[config.mk]
export PLATFORM = sky130hd
export DESIGN_NAME = seven_seg_scan_driver_flat
export DESIGN_NICKNAME = d
export VERILOG_FILES = /design/src/rtl/seven_seg_scan_driver_if.sv /design/src/rtl/seven_seg_scan_driver.sv /design/src/flat_wrapper.sv
export SDC_FILE = /design/constraint.sdc
export NUM_CORES = 1
export LEC_CHECK = 0
export CAP_MARGIN = 20
export CORE_AREA = 2 2 93 113
export CTS_CLUSTER_SIZE = 12
export DETAILED_ROUTE_END_ITERATION = 16
export DIE_AREA = 0 0 95 115
export GPL_ROUTABILITY_DRIVEN = 0
export PLACE_DENSITY_LB_ADDON = 0.08
export SKIP_CTS_REPAIR_TIMING = 1
export SYNTH_ARGS = -nofsm -noshare
export SYNTH_HDL_FRONTEND = slang
export SYNTH_SLANG_ARGS = --single-unit
[constraint.sdc]
create_clock -name clk -period 2.4 [get_ports clk]
set_input_delay 0.48 -clock clk [delete_from_list [all_inputs] [get_ports clk]]
set_output_delay 0.48 -clock clk [all_outputs]
set_load 0.01 [all_outputs]
[src/rtl/seven_seg_scan_driver_if.sv]
// seven_seg_scan_driver_if: display-side bundle between the BCD source and the scan driver
//   enable, bcd_data, dp_in, blink_mask, lz_blank : master -> slave (digit content and controls)
//   seg, dp, an, frame_tick                       : slave -> master (pin-level display outputs)
interface seven_seg_scan_driver_if #(
   parameter int NUM_DIGITS = 4
);
   logic                    enable;
   logic [4*NUM_DIGITS-1:0] bcd_data;
   logic [NUM_DIGITS-1:0]   dp_in;
   logic [NUM_DIGITS-1:0]   blink_mask;
   logic                    lz_blank;
   logic [6:0]              seg;
   logic                    dp;
   logic [NUM_DIGITS-1:0]   an;
   logic                    frame_tick;
   modport master (output enable, bcd_data, dp_in, blink_mask, lz_blank, input seg, dp, an, frame_tick);
   modport slave  (input enable, bcd_data, dp_in, blink_mask, lz_blank, output seg, dp, an, frame_tick);
endinterface

[src/rtl/seven_seg_scan_driver.sv]
// seven_seg_scan_driver: time-multiplexed BCD-to-seven-segment scan driver
//   clk   : system clock, rising edge
//   reset : asynchronous active-high reset
//   io    : slave side of seven_seg_scan_driver_if (inputs enable/bcd_data/dp_in/blink_mask/lz_blank,
//           outputs seg {g..a}, dp, an one-hot, frame_tick)
module seven_seg_scan_driver #(
   parameter int NUM_DIGITS     = 4,
   parameter int REFRESH_DIV    = 1000,
   parameter int BLINK_DIV      = 256,
   parameter bit SEG_ACTIVE_LOW = 1'b1,
   parameter bit AN_ACTIVE_LOW  = 1'b1
) (
   input logic                    clk,
   input logic                    reset,
   seven_seg_scan_driver_if.slave io
);
   localparam int PW = $clog2(REFRESH_DIV);
   localparam int IW = $clog2(NUM_DIGITS);
   localparam int FW = $clog2(BLINK_DIV + 1);
   localparam logic [PW-1:0] P_LAST = PW'(REFRESH_DIV - 1);
   localparam logic [IW-1:0] I_LAST = IW'(NUM_DIGITS - 1);
   localparam logic [FW-1:0] F_LAST = FW'(BLINK_DIV - 1);
   localparam logic [6:0] SEG_LUT [16] = '{
      7'h3F, 7'h06, 7'h5B, 7'h4F, 7'h66, 7'h6D, 7'h7D, 7'h07,
      7'h7F, 7'h6F, 7'h40, 7'h40, 7'h40, 7'h40, 7'h40, 7'h40
   };
   logic [PW-1:0]           presc_q, presc_d;
   logic [IW-1:0]           idx_q, idx_d;
   logic [FW-1:0]           frame_q, frame_d;
   logic                    blink_q, blink_d;
   logic                    first_q, first_d;
   logic [4*NUM_DIGITS-1:0] bcd_q, bcd_d, bcd_e;
   logic [NUM_DIGITS-1:0]   dps_q, dps_d, dps_e;
   logic [NUM_DIGITS-1:0]   mask_q, mask_d, mask_e;
   logic                    lz_q, lz_d, lz_e;
   logic [6:0]              seg_q, seg_d;
   logic                    dpo_q, dpo_d;
   logic [NUM_DIGITS-1:0]   an_q, an_d;
   logic                    tick_q, tick_d;
   logic                    last_slot, wrap, load, zeros, blank, dp_b, mask_b;
   logic [3:0]              digit;
   // Internal registers are active-high; pin polarity is a constant inversion of a flop output.
   assign io.seg        = seg_q ^ {7{SEG_ACTIVE_LOW}};
   assign io.dp         = dpo_q ^ SEG_ACTIVE_LOW;
   assign io.an         = an_q ^ {NUM_DIGITS{AN_ACTIVE_LOW}};
   assign io.frame_tick = tick_q;
   always_comb begin
      last_slot = presc_q == P_LAST;
      wrap      = io.enable && last_slot && idx_q == I_LAST;
      load      = io.enable && (first_q || wrap);
      presc_d   = io.enable ? (last_slot ? '0 : presc_q + 1'b1) : presc_q;
      idx_d     = (io.enable && last_slot) ? (idx_q == I_LAST ? '0 : idx_q + 1'b1) : idx_q;
      frame_d   = wrap ? (frame_q == F_LAST ? '0 : frame_q + 1'b1) : frame_q;
      blink_d   = blink_q ^ (wrap && frame_q == F_LAST);
      first_d   = first_q && !io.enable;
      bcd_d     = load ? io.bcd_data : bcd_q;
      dps_d     = load ? io.dp_in : dps_q;
      mask_d    = load ? io.blink_mask : mask_q;
      lz_d      = load ? io.lz_blank : lz_q;
      // The very first enabled cycle displays the data it is capturing, so seg is valid in the dead slot.
      bcd_e     = first_q ? io.bcd_data : bcd_q;
      dps_e     = first_q ? io.dp_in : dps_q;
      mask_e    = first_q ? io.blink_mask : mask_q;
      lz_e      = first_q ? io.lz_blank : lz_q;
      digit     = '0;
      dp_b      = 1'b0;
      mask_b    = 1'b0;
      zeros     = 1'b1;
      for (int i = 0; i < NUM_DIGITS; i++) begin
         if (IW'(i) == idx_q) begin
            digit  = bcd_e[4*i +: 4];
            dp_b   = dps_e[i];
            mask_b = mask_e[i];
         end
         // zeros ends up true when the current digit and every more significant one are 0
         if (IW'(i) >= idx_q && bcd_e[4*i +: 4] != 4'd0) zeros = 1'b0;
      end
      blank  = (lz_e && idx_q != '0 && zeros) || (blink_q && mask_b);
      an_d   = (io.enable && !blank && presc_q != '0) ? NUM_DIGITS'(1) << idx_q : '0;
      seg_d  = (io.enable && !blank) ? SEG_LUT[digit] : '0;
      dpo_d  = io.enable && !blank && dp_b;
      tick_d = wrap;
   end
   always_ff @(posedge clk or posedge reset)
      if (reset) begin
         presc_q <= '0;
         idx_q   <= '0;
         frame_q <= '0;
         blink_q <= 1'b0;
         first_q <= 1'b1;
         bcd_q   <= '0;
         dps_q   <= '0;
         mask_q  <= '0;
         lz_q    <= 1'b0;
         seg_q   <= '0;
         dpo_q   <= 1'b0;
         an_q    <= '0;
         tick_q  <= 1'b0;
      end else begin
         presc_q <= presc_d;
         idx_q   <= idx_d;
         frame_q <= frame_d;
         blink_q <= blink_d;
         first_q <= first_d;
         bcd_q   <= bcd_d;
         dps_q   <= dps_d;
         mask_q  <= mask_d;
         lz_q    <= lz_d;
         seg_q   <= seg_d;
         dpo_q   <= dpo_d;
         an_q    <= an_d;
         tick_q  <= tick_d;
      end
endmodule
[src/flat_wrapper.sv]
// flat-port wrapper written by rule: the top's interface ports become plain ports
module seven_seg_scan_driver_flat 
#(
   parameter int NUM_DIGITS     = 4,
   parameter int REFRESH_DIV    = 1000,
   parameter int BLINK_DIV      = 256,
   parameter bit SEG_ACTIVE_LOW = 1'b1,
   parameter bit AN_ACTIVE_LOW  = 1'b1
)
  (clk, reset, io_enable, io_bcd_data, io_dp_in, io_blink_mask, io_lz_blank, io_seg, io_dp, io_an, io_frame_tick);
  seven_seg_scan_driver_if #(.NUM_DIGITS(NUM_DIGITS)) io_i ();
  input logic clk;
  input logic reset;
  input wire logic [$bits(io_i.enable)-1:0] io_enable;
  input wire logic [$bits(io_i.bcd_data)-1:0] io_bcd_data;
  input wire logic [$bits(io_i.dp_in)-1:0] io_dp_in;
  input wire logic [$bits(io_i.blink_mask)-1:0] io_blink_mask;
  input wire logic [$bits(io_i.lz_blank)-1:0] io_lz_blank;
  output wire logic [$bits(io_i.seg)-1:0] io_seg;
  output wire logic [$bits(io_i.dp)-1:0] io_dp;
  output wire logic [$bits(io_i.an)-1:0] io_an;
  output wire logic [$bits(io_i.frame_tick)-1:0] io_frame_tick;
  assign io_i.enable = io_enable;
  assign io_i.bcd_data = io_bcd_data;
  assign io_i.dp_in = io_dp_in;
  assign io_i.blink_mask = io_blink_mask;
  assign io_i.lz_blank = io_lz_blank;
  assign io_seg = io_i.seg;
  assign io_dp = io_i.dp;
  assign io_an = io_i.an;
  assign io_frame_tick = io_i.frame_tick;
  seven_seg_scan_driver #(.NUM_DIGITS(NUM_DIGITS), .REFRESH_DIV(REFRESH_DIV), .BLINK_DIV(BLINK_DIV), .SEG_ACTIVE_LOW(SEG_ACTIVE_LOW), .AN_ACTIVE_LOW(AN_ACTIVE_LOW)) u_core (.clk(clk), .reset(reset), .io(io_i));
endmodule
Word-level counts from Yosys, hierarchy flattened. Memories as Yosys holds them, arrays and structs flattened. Index checks and enable logic that the tools add are counted.

Divide/modulo/power cells: 0. $mul: 0. Shifts and indexed selects: 1. Eq/ne operators: 6. Mux-type cells: 27. Bitwise gates (word level): 5. $add $sub $neg: 3. Order comparisons: 5. Reduce and logical (&&, ||, !) cells: 26.

Operators by type and width (count): $mux W4 (7); $mux W7 (3); $mux W16 (1); $reduce_bool A4 Y1 (4); $logic_and A1 B1 Y1 (15); $mux W1 (13); $add A10 B1 Y10 const B (1); $eq A10 B10 Y1 const B (1); $mux W10 (1); $reduce_bool A10 Y1 (1); $add A9 B1 Y9 const B (1); $eq A9 B8 Y1 const B (1); $mux W9 (1); $not A7 Y7 (1); $ge A5 B5 Y1 const B (1); $not A4 Y5 (1); $eq A2 B2 Y1 const A (2); $ge A1 B2 Y1 const A (2); $ge A2 B2 Y1 const A (2); $not A4 Y4 (1); $shl A1 B2 Y4 const A (1); $add A2 B1 Y2 const B (1); $eq A1 B2 Y1 const A (1); $eq A2 B2 Y1 const B (1); 7 further kinds (9).

Output and inout port bits: 13. Word-level logic and storage cells: 87. Input bits: 28. Bits in registers: 61. Memories kept: 1. Bits in latches: 0. Memory bits (writable): 0. Bits in read-only memories: 112.

Memory list: (no name shown) (words 16, width 7, read ports 1, clocked after Yosys merged registers in 0, wr ports 0, line seven_seg_scan_driver.sv:80) `seg_d = (io.enable && !blank) ? SEG_LUT[digit] : '0;`.

Depth between registers and ports, before layout.
Depth in word-level cells: 13. Gate-level depth with buffers: 12. Depth with buffers taken out: 11.

Worst setup path before layout. No wires, ideal clock.

Kind: register to register. Start: reg u_core.first_q. End: reg u_core.seg_q[3]. Library setup time: 0.082 ns. Arrival time: 2.510 ns. Period minus slack after synthesis: 2.592 ns. Stages on the path, launching flop included: 10. Path slack: -0.192 ns. Path buffers: 1. Cell sequence: dfstp_2 -> buf_6 -> mux2_1 -> a221o_1 -> a22o_1 -> inv_1 -> ha_1 -> inv_1 -> or4_1 -> a31oi_1.

Cells in the longest elaborated chain, start to end: 12. Elaborated cells on any way between the ends: 34. Classes of those cells: 18 x mux; 1 x bitwise; 14 x reduce/logical; 1 x memory.

RTL lines: start, declared (line seven_seg_scan_driver.sv:31) `logic first_q, first_d;`; start signal, assigned (line seven_seg_scan_driver.sv:104) `first_q <= first_d;`; branches (longest 11 deep; another with $mem_v2 Z16 W7); $mux W7 (*) (line seven_seg_scan_driver.sv:80); via u_core.seg_d[3] (line seven_seg_scan_driver.sv:36) `logic [6:0] seg_q, seg_d;`; end signal, assigned (line seven_seg_scan_driver.sv:109) `seg_q <= seg_d;`; end, declared (line seven_seg_scan_driver.sv:36).

Mark *: on every way through the listed nets, which the timed path passes. The select of a mux whose other input is x is not followed. A chain may end at the register's enable or synchronous reset.

Worst setup path in the final report. Ends and elaborated chain as after synthesis.

==> flow_summary.json <==
{
  "die_x_um": 95,
  "ctsRootBufferMaster": "clkbuf_16",
  "fin_worst_skew_ps": 6.85,
  "final_util_pct": 47.0,
  "setup.worst_path.class": "flop to flop",
  "die-area_um2": 10900,
  "grt_usage_pct": 16.4,
  "dpl_worst_slack_ps": -318,
  "ys_seq_area_share_pct": 45.4,
  "fin_ws_ps": -107,
  "crit_slowest_cell": "dfstp_2",
  "p_leak_nw": 2.14,
  "synthFlopType": "dfrtp_1",
  "grt_max_degree": 24,
  "worst_pin_slew_ps": 513,
  "drive_gt1_share_pct": 29.7,
  "cts_sinks": 61,
  "ys_async_sr_fraction_pct": 100,
  "synth.cell_area_um2": 3370,
  "grt_pass1_wl_um": 13600,
  "cts_max_path_buffers": 2,
  "maxSlewHeadroom_pct": 65.7,
  "hold_violations": 0,
  "yosysWarnings": 0,
  "drc": 0,
  "coreArea_um2": 9860,
  "start_kind": "flop",
  "rr_startpoint": "u_core.first_q",
  "violations": "setup timing",
  "min_period_ps": 2510,
  "syn_to_final_growth_pct": 37.8,
  "post-place-cells": 515,
  "multiInputGateArea_um2": 1740,
  "antennaDiodeCount": 0,
  "fmax_ghz": 0.399,
  "drt_iter0_drc": 73,
  "ys_ff_latch": 61,
  "initial_utilization_pct": 34.1,
  "crit_family": "compound AO/OA/AOI/OAI gates",
  "cap_viol_max_count": 0,
  "worstSetupEndpointType": "flop",
  "slew_viol_final": 0,
  "cts_buffers": 9,
  "irDropWorstVdd_mv": 0.352,
  "nets": 445,
  "synth_commonest_cells": "60 x dfrtp_1, 31 x mux2_2, 27 x inv_1",
  "slowest_delay_ps": 670,
  "synth_top_cell_by_area": "dfrtp_1",
  "netlist_instances": 316,
  "worstSetupStartpoint": "u_core.first_q",
  "crit_fanout": 8,
  "setup_violations": 4,
  "routed_via_density": 4.94,
  "grt-ovfl-total": 0,
  "cts.htree.levels": 3,
  "clkTransAtPathRegs_ps": 50,
  "routed_wl_um": 8040,
  "die_h_um": 115,
  "clk_latency_ps": 330,
  "layout.cells.non_filler": 534,
  "drt-wirelength-per-cell_um": 15.0,
  "p_total_mw": 2.63,
  "crit_path_cell_trace": "mux2_4, a221o_1, a22o_4, inv_4, ha_4, inv_2, or4_1, a31oi_1",
  "dr_total_vias": 2637,
  "synth_enable_flop_cells": 0,
  "cts_tree": "yes",
  "port_buffers": 40,
  "synth_top_area_share_pct": 44.6,
  "worstPathArrival_ps": 2760,
  "min-delay-start": "u_core.frame_q[4]",
  "cp_data_required_time_ps": 2650,
  "pin_count": 41,
  "antenna_found_initial": 0,
  "grt_pass1_vias": 2732,
  "outcome": "complete, but fails checks",
  "hpwlAfterDp_um": 5920,
  "ant_nets": 0,
  "fin_setup_tns_ps": -233,
  "ys_types": 56,
  "period_share_pct": 104,
  "critPathBufInv": 2,
  "synth.net_count": 357,
  "seq_area_um2": 1530,
  "placementRows": 40,
  "synth.most_common_cell": "dfrtp_1",
  "dr.pass1.iters": 4,
  "powerDensity_nw_per_um2": 567,
  "postSynthAreaPerCell_um2": 10.7,
  "worstHoldPathType": "flop to flop",
  "fillers": 927,
  "yosys-top-cells-area": "dfrtp_1 45%, mux2_2 10%, ha_1 4.8%",
  "rsz0062_at_grt": "true"
}
## flip-flops by register name, summed over array words and instances (netlist names)
signal                count
u_core.io.frame_tick      1
u_core.seg_q              7
u_core.idx_q              2
u_core.bcd_q             16
u_core.dpo_q              1
u_core.first_q            1
u_core.mask_q             4
u_core.blink_q            1
u_core.frame_q            9
u_core.an_q               4
u_core.presc_q           10
u_core.lz_q               1
u_core.dps_q              4
## per-layer routing
layer	part of all wire, %	global-route usage, %
met3	3.5	3.54
met5	0	0
met4	1.9	6.96
met2	47	26.3
met1	48	21.3
## cells in the final DEF, fill, tap and decap left out, drive strengths merged, types with 2 or more instances in the layout
master         Yosys  layout
dfrtp             60      60
ha                13      13
nor3               4       4
mux2              41      41
a221oi             3       3
nand2             23      23
nor2              17      17
buf                9      50
clkinv             0       2
clkdlybuf4s50      0      40
a31oi              3       3
a2bb2oi            2       2
o211ai             3       3
nand3b             3       3
or3                3       3
inv               27      27
and3               3       3
and2               2       2
nor4               5       5
mux2i             10      10
xor2               4       4
or3b               2       2
nor2b              2       2
o21ai             12      12
xnor2              7       7
a221o              2       2
a21oi             14      14
nand3             11      11
clkbuf             4      13
or4                5       5
nand4              4       4
## power breakdown
group          total [mW]  switching, mW  internal (mW)
clock network        1.16          0.441          0.717
registers            1.18         0.0806           1.09
logic               0.294          0.134          0.160
## worst reg2reg max path, cell delays in order (launching register included)
cell     delay [ps]
dfstp_2         670
mux2_4          330
a221o_1         320
a22o_4          280
inv_4            70
ha_4            120
inv_2            30
or4_1           450
a31oi_1         160
## metrics by stage
step	hold WS [ps]	cell area, µm²
6_report	471	4640
5_1_grt	497	4640
4_1_cts	475	4530
3_5_place_dp	464	4270
3_3_place_gp	464	4270
2_1_floorplan	446	3390
## worst paths after layout
kind / end / slack [ps] / cells past startpoint
max: u_core.seg_q[3] / -110 / 8
min: u_core.frame_q[4] / 470 / 1
max reg2reg: u_core.seg_q[3] / -110 / 8
min reg2reg: u_core.frame_q[4] / 470 / 1
max in group asynchronous: u_core.bcd_q[9] / 1250 / 3
min in group asynchronous: u_core.presc_q[9] / 500 / 2
## layout make-up
type                    count  area share [%]
multi-input cells         215            37.5
inverters                  27            2.24
well taps                 126            3.40
repair buffers             90            18.3
clock inverters             2           0.216
flip-flops and latches     61            32.9
clock buffers              13            5.40
## logic make-up after synthesis
family                     count (synthesis)  share of synthesized area (%)
DFF                                       61                           45.4
buffers and inverters                     40                           5.46
AOI/OAI and AO/OA                         52                           10.3
and+or+nand+nor                           88                           14.2
muxes                                     51                           16.9
xor gates and xnor gates                  11                           2.86
adders and majority gates                 13                           4.83
No activity file was read; power rests on OpenSTA's default activity.
==> patch, RTL diff (same settings) <==
`an_q` no longer has a reset.
--- a/src/rtl/seven_seg_scan_driver.sv
+++ b/src/rtl/seven_seg_scan_driver.sv
@@ -96,3 +96,2 @@
          dpo_q   <= 1'b0;
-         an_q    <= '0;
          tick_q  <= 1'b0;
@@ -110,5 +109,8 @@
          dpo_q   <= dpo_d;
-         an_q    <= an_d;
          tick_q  <= tick_d;
       end
+
+   always_ff @(posedge clk) begin
+      an_q <= an_d;
+   end
 endmodule
Function: differs if reset is asserted again (counterexample within 4 cycles, from zero or initial values and one cycle with reset high); with reset held inactive, the same outputs for 10 cycles.
==> patch against the original RTL <==
  * Worst setup slack better by 0.19 ns
  * Via count fell by 3.0%
  * Core utilization is 1.5 points lower
  * Total power rose by 0.49%
  * Sequential cell count did not move
  * Design area down 3.3%
  * Die area unchanged
  * Clock skew grew 0.0030 ns
  * Largest power group unchanged
  * Global-route usage decreased by 0.48 points
  * Routed wire length is 3.1% lower
  * Synthesized area is essentially flat
==> patch: results (changes against the original RTL) <==
clock buffer depth 2 (unchanged); P_leak 1.948 nW (-9.1%); Clock Skew 0.009895 ns (+0.003049 ns); VDD IR max 0.3681 mV (+4.6%); library cells used by synthesis 57 (+1.8%); CP peak stage delay 0.45 ns (-0.22 ns); detailed-route via count 2559 (-3.0%); post-detail-place hpwl 5671 um (-4.2%); status completed; sequential share of the synthesized area 44.81% (-0.58 points); # diodes 0 (unchanged); Largest regs u_core.bcd_q: 16 flops, u_core.presc_q: 10 flops, u_core.frame_q: 9 flops; pin count of the biggest net entering global routing 42 (+75%); clk slew on worst S/H paths 0.05 ns (about the same); CP max FO 12 (+4); WL final 7783 um (-3.1%); Tightest Hold Check Type in2async; FF-to-FF setup slack 0.08 ns (+0.19 ns); # fillers 943 (+1.7%); Total GRT Usage 15.89% (-0.48 points); DRT Pass-1 Iters 6 (+2); Post-DP Area 0.004098 sq mm (-3.9%); layout cells sized above 1 26.28% (-3.4 points); wire length of the first global-routing pass 13070 um (-3.8%); nets 428 (-3.8%); total CTS buffers 9 (unchanged); Net Count, Synth 352 (-1.4%); delay-heaviest family, CP compound AO/OA/AOI/OAI gates; clock latency at the later pin of the worst-skew pair 0.33 ns (about the same); Clock H-tree levels 3 (unchanged); Async S/R FF share, synth 93.44% (-6.6 points); Worst EP arrival 2.57 ns (-0.19 ns); CP max stage cell or3b_2; most frequent cells after synthesis dfrtp_1, inv_1, mux2_2; Synth Warn # 0 (unchanged); Area contributors post-synth dfrtp_1, mux2_2, mux2i_1, ha_1, inv_1; worst slew pin tran 0.6445 ns (+0.1313 ns); drt first-iter violations 103 (+41%); Root Driver clkbuf_16; Setup WS pre-CTS -0.03927 ns (+0.2790 ns)
==> patch: changes by cell type after synthesis, moves of 4 or more <==
| cell | change |
|---|---|
| dfxtp_1 | +4 |
| mux2_2 | -6 |
| nand2_1 | -7 |
| mux2i_1 | +13 |
| dfrtp_1 | -4 |
| o221ai_1 | +4 |
| mux2_1 | -5 |
==> patch: metrics by stage <==
step	std cells	hold slack (ns)	power (mW)	setup TNS, ns
3_5_place_dp	495	0.4785	1.495	-0.08980
5_1_grt	518	0.4968	2.800	-0.003894
4_1_cts	511	0.4576	2.688	-0.05790
3_3_place_gp	495	0.4700	1.493	-0.1034
2_1_floorplan	311	0.4562	1.354	0
6_report	518	0.4450	2.641	0
==> patch: worst paths after layout <==
path	startpoint	end	depth (start not counted)
max in group asynchronous	reset	u_core.first_q	3
hold reg to reg	u_core.frame_q[1]	u_core.frame_q[1]	2
min in group clk	u_core.frame_q[1]	u_core.frame_q[1]	2
hold / removal	reset	u_core.bcd_q[14]	2
setup reg to reg	u_core.idx_q[0]	u_core.seg_q[4]	8
setup / recovery	u_core.idx_q[0]	u_core.seg_q[4]	8
==> patch: where the power goes <==
| group | internal, mW | total, mW | switching (mW) |
|---|---|---|---|
| logic | 0.162 | 0.301 | 0.139 |
| clock network | 0.724 | 1.17 | 0.443 |
| registers | 1.09 | 1.17 | 0.0789 |
==> patch: logic make-up after synthesis <==
family | synth area share (%)
AO/OA/AOI/OAI | 10.45
multiplexers | 16.21
flip-flops | 44.81
XOR/XNOR | 2.864
adder cells (fa/ha/maj) | 4.835
AND/OR/NAND/NOR | 15.17
buffers and inverters | 5.653
==> patch: cell type report <==
type,instances,area (sq um),share of cell area (%)
Clock buffer,14,254.0,5.664
Inverter,25,93.84,2.093
Clock inverter,2,10.01,0.2232
Tap cell,126,157.7,3.516
Sequential cell,61,1510,33.68
Timing Repair Buffer,76,720.7,16.07
Multi-Input combinational cell,214,1738,38.76
==> patch: layer usage <==
metal,up-vias,global-route usage (%),wire (um)
met3,8,3.801,232
met4,0,7.246,146
li1,1272,-,-
met1,1248,20.80,3673
met5,-,0,0
met2,31,24.87,3731
